$ cat config.mk
export PLATFORM = sky130hd
export DESIGN_NAME = reg_bank_wb_flat
export DESIGN_NICKNAME = d
export VERILOG_FILES = /design/src/rtl/reg_bank_pkg.sv /design/src/rtl/reg_bank_if.sv /design/src/rtl/reg_dump_fsm.sv /design/src/rtl/reg_bank_wb.sv /design/src/flat_wrapper.sv
export SDC_FILE = /design/constraint.sdc
export NUM_CORES = 2
export LEC_CHECK = 0
export ABC_AREA = 1
export CAP_MARGIN = 25
export CORE_MARGIN = 1.5
export CORE_UTILIZATION = 35
export DETAILED_ROUTE_END_ITERATION = 12
export GPL_ROUTABILITY_DRIVEN = 1
export PLACE_DENSITY = 0.5
export SETUP_SLACK_MARGIN = 0.05
export SYNTH_ARGS = -nofsm -noshare
export SYNTH_HDL_FRONTEND = slang
export SYNTH_SLANG_ARGS = --single-unit
$ cat constraint.sdc
create_clock -name clk -period 3.15 [get_ports clk]
set_clock_uncertainty 0.05 [all_clocks]
set_input_delay 0.945 -clock clk [delete_from_list [all_inputs] [get_ports clk]]
set_output_delay 0.945 -clock clk [all_outputs]
set_load 0.01 [all_outputs]
$ cat src/rtl/reg_bank_pkg.sv
// Shared constants and types for the reg_bank_wb register bank and its debug dump engine.
package reg_bank_pkg;

    localparam int unsigned REG_COUNT = 32;
    localparam int unsigned REG_IDX_W = 5;
    localparam int unsigned DATA_W    = 32;

    localparam int unsigned         SP_INDEX_DEF       = 29;
    localparam logic [DATA_W-1:0]   SP_RESET_VALUE_DEF = 32'd227;

    typedef enum logic {
        DUMP_IDLE,
        DUMP_SCAN
    } dump_state_e;

endpackage

$ cat src/rtl/reg_bank_if.sv
// Bus bundle between the datapath/debug host (master) and the register bank (slave).
interface reg_bank_if;
    import reg_bank_pkg::*;

    logic                 reg_write;
    logic [REG_IDX_W-1:0] write_reg;
    logic [DATA_W-1:0]    write_data;
    logic [REG_IDX_W-1:0] read_reg_a;
    logic [REG_IDX_W-1:0] read_reg_b;
    logic [DATA_W-1:0]    read_data_a;
    logic [DATA_W-1:0]    read_data_b;
    logic                 dump_req;
    logic                 dump_busy;
    logic                 dump_valid;
    logic [REG_IDX_W-1:0] dump_idx;
    logic [DATA_W-1:0]    dump_data;

    modport master (
        output reg_write, write_reg, write_data, read_reg_a, read_reg_b, dump_req,
        input  read_data_a, read_data_b, dump_busy, dump_valid, dump_idx, dump_data
    );

    modport slave (
        input  reg_write, write_reg, write_data, read_reg_a, read_reg_b, dump_req,
        output read_data_a, read_data_b, dump_busy, dump_valid, dump_idx, dump_data
    );

endinterface

$ cat src/rtl/reg_dump_fsm.sv
// Dump sequencer: on request, walks register indices 0..31 once, one per cycle.
module reg_dump_fsm
    import reg_bank_pkg::*;
(
    input  logic                 clk_i,
    input  logic                 reset_i,
    input  logic                 dump_req_i,
    output logic                 dump_busy_o,
    output logic                 dump_valid_o,
    output logic [REG_IDX_W-1:0] dump_idx_o
);

    localparam logic [REG_IDX_W-1:0] LAST_IDX = REG_IDX_W'(REG_COUNT - 1);

    dump_state_e          state_q, state_d;
    logic [REG_IDX_W-1:0] cnt_q, cnt_d;

    always_ff @(posedge clk_i) begin
        if (reset_i) begin
            state_q <= DUMP_IDLE;
            cnt_q   <= '0;
        end else begin
            state_q <= state_d;
            cnt_q   <= cnt_d;
        end
    end

    always_comb begin
        state_d      = state_q;
        cnt_d        = cnt_q;
        dump_busy_o  = 1'b0;
        dump_valid_o = 1'b0;
        dump_idx_o   = '0;
        case (state_q)
            DUMP_IDLE: begin
                if (dump_req_i) begin
                    state_d = DUMP_SCAN;
                    cnt_d   = '0;
                end
            end
            DUMP_SCAN: begin
                dump_busy_o  = 1'b1;
                dump_valid_o = 1'b1;
                dump_idx_o   = cnt_q;
                // Single pass only: the last entry returns to IDLE instead of wrapping.
                if (cnt_q == LAST_IDX) begin
                    state_d = DUMP_IDLE;
                    cnt_d   = '0;
                end else begin
                    cnt_d = REG_IDX_W'(cnt_q + REG_IDX_W'(1));
                end
            end
            default: begin
                state_d = DUMP_IDLE;
                cnt_d   = '0;
            end
        endcase
    end

endmodule

$ cat src/rtl/reg_bank_wb.sv
// MIPS general-purpose register bank with write-through read ports.
// Optional debug dump engine is built when REG_BANK_DUMP_EN is defined.
module reg_bank_wb
    import reg_bank_pkg::*;
#(
    parameter int unsigned       SP_INDEX       = SP_INDEX_DEF,
    parameter logic [DATA_W-1:0] SP_RESET_VALUE = SP_RESET_VALUE_DEF
) (
    input  logic       clk,
    input  logic       reset,
    reg_bank_if.slave  bus
);

`ifdef REG_BANK_DUMP_EN
    localparam int unsigned RD_PORTS = 3;
`else
    localparam int unsigned RD_PORTS = 2;
`endif

    logic [DATA_W-1:0]    regs_q  [REG_COUNT];
    logic [REG_IDX_W-1:0] rd_idx  [RD_PORTS];
    logic [DATA_W-1:0]    rd_data [RD_PORTS];
    logic                 wr_en;

    assign wr_en = bus.reg_write && (bus.write_reg != '0);

    always_ff @(posedge clk) begin
        if (reset) begin
            for (int unsigned i = 0; i < REG_COUNT; i++) begin
                regs_q[i] <= (i == SP_INDEX) ? SP_RESET_VALUE : '0;
            end
        end else if (wr_en) begin
            regs_q[bus.write_reg] <= bus.write_data;
        end
    end

    // Every read port (operand A/B and the dump tap) shares the r0 and bypass rules.
    always_comb begin
        for (int unsigned p = 0; p < RD_PORTS; p++) begin
            rd_data[p] = '0;
            if (rd_idx[p] == '0) begin
                rd_data[p] = '0;
            end else if (wr_en && (bus.write_reg == rd_idx[p])) begin
                rd_data[p] = bus.write_data;
            end else begin
                rd_data[p] = regs_q[rd_idx[p]];
            end
        end
    end

    assign rd_idx[0]       = bus.read_reg_a;
    assign rd_idx[1]       = bus.read_reg_b;
    assign bus.read_data_a = rd_data[0];
    assign bus.read_data_b = rd_data[1];

`ifdef REG_BANK_DUMP_EN
    logic                 dump_valid;
    logic [REG_IDX_W-1:0] dump_idx;

    reg_dump_fsm u_dump (
        .clk_i        (clk),
        .reset_i      (reset),
        .dump_req_i   (bus.dump_req),
        .dump_busy_o  (bus.dump_busy),
        .dump_valid_o (dump_valid),
        .dump_idx_o   (dump_idx)
    );

    assign rd_idx[2]      = dump_idx;
    assign bus.dump_valid = dump_valid;
    assign bus.dump_idx   = dump_idx;
    assign bus.dump_data  = dump_valid ? rd_data[2] : '0;
`else
    logic unused_dump_req;

    assign unused_dump_req = bus.dump_req;
    assign bus.dump_busy   = 1'b0;
    assign bus.dump_valid  = 1'b0;
    assign bus.dump_idx    = '0;
    assign bus.dump_data   = '0;
`endif

endmodule

$ cat src/flat_wrapper.sv
// flat-port wrapper written by rule: the top's interface ports become plain ports
module reg_bank_wb_flat import reg_bank_pkg::*;
#(
    parameter int unsigned       SP_INDEX       = SP_INDEX_DEF,
    parameter logic [DATA_W-1:0] SP_RESET_VALUE = SP_RESET_VALUE_DEF
)
  (clk, reset, bus_reg_write, bus_write_reg, bus_write_data, bus_read_reg_a, bus_read_reg_b, bus_dump_req, bus_read_data_a, bus_read_data_b, bus_dump_busy, bus_dump_valid, bus_dump_idx, bus_dump_data);
  reg_bank_if bus_i ();
  input  logic clk;
  input  logic reset;
  input wire logic [$bits(bus_i.reg_write)-1:0] bus_reg_write;
  input wire logic [$bits(bus_i.write_reg)-1:0] bus_write_reg;
  input wire logic [$bits(bus_i.write_data)-1:0] bus_write_data;
  input wire logic [$bits(bus_i.read_reg_a)-1:0] bus_read_reg_a;
  input wire logic [$bits(bus_i.read_reg_b)-1:0] bus_read_reg_b;
  input wire logic [$bits(bus_i.dump_req)-1:0] bus_dump_req;
  output wire logic [$bits(bus_i.read_data_a)-1:0] bus_read_data_a;
  output wire logic [$bits(bus_i.read_data_b)-1:0] bus_read_data_b;
  output wire logic [$bits(bus_i.dump_busy)-1:0] bus_dump_busy;
  output wire logic [$bits(bus_i.dump_valid)-1:0] bus_dump_valid;
  output wire logic [$bits(bus_i.dump_idx)-1:0] bus_dump_idx;
  output wire logic [$bits(bus_i.dump_data)-1:0] bus_dump_data;
  assign bus_i.reg_write = bus_reg_write;
  assign bus_i.write_reg = bus_write_reg;
  assign bus_i.write_data = bus_write_data;
  assign bus_i.read_reg_a = bus_read_reg_a;
  assign bus_i.read_reg_b = bus_read_reg_b;
  assign bus_i.dump_req = bus_dump_req;
  assign bus_read_data_a = bus_i.read_data_a;
  assign bus_read_data_b = bus_i.read_data_b;
  assign bus_dump_busy = bus_i.dump_busy;
  assign bus_dump_valid = bus_i.dump_valid;
  assign bus_dump_idx = bus_i.dump_idx;
  assign bus_dump_data = bus_i.dump_data;
  reg_bank_wb #(.SP_INDEX(SP_INDEX), .SP_RESET_VALUE(SP_RESET_VALUE)) u_core (.clk(clk), .reset(reset), .bus(bus_i));
endmodule
## Yosys cells after proc, flatten, opt, wreduce, memory -nomap -nowiden

Memories as Yosys holds them, arrays and structs flattened.
Index checks and enable logic that the tools add are counted.

| word-level totals | value |
|---|---|
| bits in read-only memories | 0 |
| latch bits | 0 |
| logic and storage cells | 22 |
| memories kept | 1 |
| input port bits | 51 |
| bits in registers | 0 |
| bits in writable memories | 1024 |
| output and inout port bits | 103 |

| cells by class | value |
|---|---|
| div/mod/pow operators | 0 |
| add/sub/neg operators | 0 |
| muxes and demuxes | 12 |
| $mul | 0 |
| reductions and logical operators | 7 |
| shifts and indexed selects | 0 |
| magnitude comparators | 0 |
| bitwise operators | 0 |
| equality and inequality tests | 2 |

Memory list:

| memory | depth | bits a word | read ports | clocked after memory_dff | wr ports | RTL line | text |
|---|---|---|---|---|---|---|---|
| u_core.regs_q | 32 | 32 | 2 | 0 | 32 | reg_bank_wb.sv:20 | `logic [DATA_W-1:0] regs_q [REG_COUNT];` |

Operator list:

| kind | number |
|---|---|
| 32-bit 2-to-1 mux | 5 |
| 32-bit OR reduction | 1 |
| 5-bit == test | 2 |
| 5-bit logical NOT | 2 |
| 1-bit 2-to-1 mux | 6 |
| 5-bit 2-to-1 mux | 1 |
| 5-bit nonzero test | 1 |
| 1-bit logical AND | 3 |

## Longest topological paths before layout

| depth | value |
|---|---|
| depth in word-level cells | 7 |
| mapped depth | 13 |
| mapped depth without buffers | 11 |

## Least setup slack after synthesis

Ideal clock, no wire load.

| timing path | value |
|---|---|
| path kind | input to register |
| from | input port bus_write_reg[3] |
| to | memory u_core.regs_q[29][0] (enable) |
| required time | 2.711 ns |
| arrival time | 2.827 ns |
| stages | 11 |
| slack | -0.117 ns |
| cells stage by stage | buf_2 -> inv_2 -> nand3_1 -> o21ai_1 -> nor2_1 -> nand3_1 -> inv_2 -> nand2_1 -> buf_2 -> buf_2 -> nand2_1 |

RTL lines:

| what | RTL line | text |
|---|---|---|
| start, declared | flat_wrapper.sv:12 | `input wire logic [$bits(bus_i.write_reg)-1:0] bus_write_reg;` |
| end, declared | reg_bank_wb.sv:20 |  |

## Worst setup path in the final report

| timing path | value |
|---|---|
| from | input port bus_read_reg_a[0] |
| to | output port bus_read_data_a[22] |

| on the way | value |
|---|---|
| cells in the longest elaborated chain, start to end | 4 |
| elaborated cells on any way between the ends | 6 |
| those cells by class | eq/ne: 1; mux: 2; reduce/logical: 2; memory: 1 |

Ends and longest elaborated chain:

| what | RTL line | text |
|---|---|---|
| start, declared | flat_wrapper.sv:14 | `input wire logic [$bits(bus_i.read_reg_a)-1:0] bus_read_reg_a;` |
| parallel branches: the longest is 3 deep, another holds memory 32 x 32 bit | -- |  |
| 32-bit 2-to-1 mux * | reg_bank_wb.sv:41 | `if (rd_idx[p] == '0) begin` |
| end, declared | flat_wrapper.sv:17 | `output wire logic [$bits(bus_i.read_data_a)-1:0] bus_read_data_a;` |

Every way passes the cells marked *.

==> summary.txt <==
Setup path
  • Critical Path RT: 2150 ps
  • CP Max Fanout: 23
  • Kind of critical path: primary input to output pin
  • Startpoint class of the critical path: primary input
  • Arrival @ worst endpoint: 2660 ps
  • Setup crit end kind: output pin

GRT
  • First-pass GRT wire length: 385000 um
  • Initial antenna violation count: 9
  • Gr usage total: 0.317
  • Vias in the first global route: 52600
  • Largest net degree at the start of global routing: 45
  • GRT overflow: 0

Clock tree
  • Total CTS buffers: 118
  • Clock transition at the registers of the reported paths: 60 ps
  • CTS tree: built
  • Maximum level of the CTS H-tree: 3
  • CTS max path bufs: 3
  • Clk sinks: 1024
  • Root buffer cell: clkbuf_16

Power
  • Max VDD drop: 464 uV
  • Pleak: 33.3 nW
  • Total power: 36.7 mW
  • Pwr Density: 473 nW/um2

Floorplan
  • Core Rows: 150
  • Die Wd: 412 um
  • Initial Util: 0.352
  • Full die area: 170000 um2
  • Core area: 167000 um2
  • Die Ht: 412 um
  • # IOs: 154

Finish
  • Biggest register: u_core.regs_q
  • Nets: 8034
  • Non-Filler Instances: 10300
  • Fin area: 77700 um2
  • Fill cells: 15800
  • Max reg flops: 1024
  • Share of layout cells above drive strength 1: 0.213
  • P&R area growth vs syn: 32.4%
  • Biggest regs: u_core.regs_q (1024)

Drt
  • Vias: 57700
  • Post-route DRC: 0
  • Wire length per cell: 27.1 um
  • Initial drt markers: 7924
  • Detailed Routing Iterations Pass 1: 6
  • Antenna-violating nets left: 0
  • Final WL: 279000 um
  • Vias per inst: 5.61

Logic synthesis
  • Post-synth cell types: 23
  • Syn Inst Count: 7490
  • Seq/Total Area, Yosys: 0.524
  • Post-Syn Area: 58700 um2
  • #FFs+latches synth: 1024
  • Synth Area per Inst: 7.83 um2
  • YS warnings: 0

STA
  • Period utilization: 1.16
  • Hold WS: 794 ps
  • Endpoints failing hold: 0
  • Worst Max-Slew Pin Slew: 524 ps
  • Setup ws final: -505 ps
  • Max-slew violations: 0
  • RSZ-0062 raised after global routing: true
  • Final Critical Period: 3660 ps
  • Maximum clock frequency: 274 MHz
  • Final-report setup violation count: 64
  • Total negative setup slack: -26410 ps
  • Slew margin rel.: 0.651

Placed design
  • Placed insts: 9898
  • Placed wire-length estimate: 173000 um
  • PortBufs: 113
  • Post-placement cell area: 68500 um2
  • RD Place Congestion: 0.922

Outcome
  • Status: complete, but fails checks
  • Failing checks: negative setup slack

Hold path
  • Hold WC Path Type: primary input to flip-flop

Run
  • Max Cap Viol: 0
## metrics by stage
step	util	setup WS, ps
after floorplan	-	-28.9
after global placement	0.411	-1460
after detailed placement	0.411	-1420
after CTS	0.451	-521
after global routing	0.465	-544
final	0.466	-505
## cells in the mapped netlist (all sizes together)
cell    number  share of area
nand3     1002          0.085
conb         1       0.000064
nor3         9        0.00085
clkinv       1       0.000064
nor2      1317          0.084
xnor2        5        0.00075
xor2         3        0.00045
inv        693          0.044
buf        366          0.032
or2         58         0.0062
nand2     1803           0.12
o211ai     239          0.031
edfxtp    1024           0.52
a21oi      264          0.023
nand4        4        0.00043
o21ai      388          0.033
clkbuf     313          0.020
## timing repair
item                                    4_1_cts  5_1_grt
gates resized for setup                     699      447
setup buffers                                70       56
cloned                                       39       24
endpoints found under the setup margin       64       64
hold buffers                                  0        0
pin swaps                                   110      184
## report_power, final
group	internal (mW)	leakage [nW]	switching (mW)
logic	2.52	21.7	4.36
registers	15.7	9.75	0.322
clock network	7.79	1.80	5.99
total	26.0	33.3	10.7
## logic make-up (layout without fill, tap and decap cells)
| family | after synthesis | in the layout | synth area share |
|---|---|---|---|
| flip-flops | 1024 | 1024 | 0.524 |
| AO/OA/AOI/OAI | 891 | 891 | 0.0862 |
| other | 1 | 76 | 0.0000639 |
| AND/OR/NAND/NOR | 4193 | 4193 | 0.293 |
| XOR/XNOR | 8 | 8 | 0.00119 |
| buffers and inverters | 1373 | 1893 | 0.0961 |
## cell type report
cell class                 instances  area (um2)  area share
sequential                      1024       30700       0.396
tap                             2204        2760      0.0355
timing repair inverter             2        22.5    0.000290
inverter                         694        2720      0.0350
clock inverter                    65         613     0.00789
antenna                            5        12.5    0.000161
timing repair buffer             980       12700       0.164
multi-input combinational       5163       25000       0.322
clock buffer                     152        3100      0.0399
## worst max-delay path, stage by stage
cell and delay [ps]:
buf_16 160, buf_12 160, inv_8 90, buf_12 180
nand2_1 70, nand2_1 60, nand2_1 40, nand3_1 80
nand3_2 190, nand3_1 210, nand2_1 130, a21oi_2 170
buf_2 150
## layer usage
layer,wire length [um],vias to the layer above,global-route usage
li1,-,25500,-
met1,111000,28000,0.434
met2,121000,3570,0.478
met3,32800,662,0.0698
met4,14400,2,0.139
met5,10,-,0
## worst paths after layout
path / from / to / slack, ps / cells after the start
max: bus_read_reg_a[0] / bus_read_data_a[22] / -510 / 13
min: reset / u_core.regs_q[0][7] / 790 / 2
## layout by cell type, fill, tap and decap left out, types with 33 or more instances in the layout
cell       Yosys  final
nand2_1     1803   1599
nor2_1      1316   1272
edfxtp_1    1024   1024
nand3_1     1002    861
inv_1        683    674
buf_4         41    437
o21ai_0      386    261
buf_12         0    255
o211ai_1     239    239
nand2_2        0    173
a21oi_1      264    152
clkbuf_16      0    141
nand3_2        0    123
a21oi_2        0     99
o21ai_1        2     94
buf_6          0     82
conb_1         1     71
buf_2        263     62
or2_2         58     56
buf_16         0     56
nor2_2         1     38
clkbuf_1     313     33
Power figures use the tool's default switching activity.
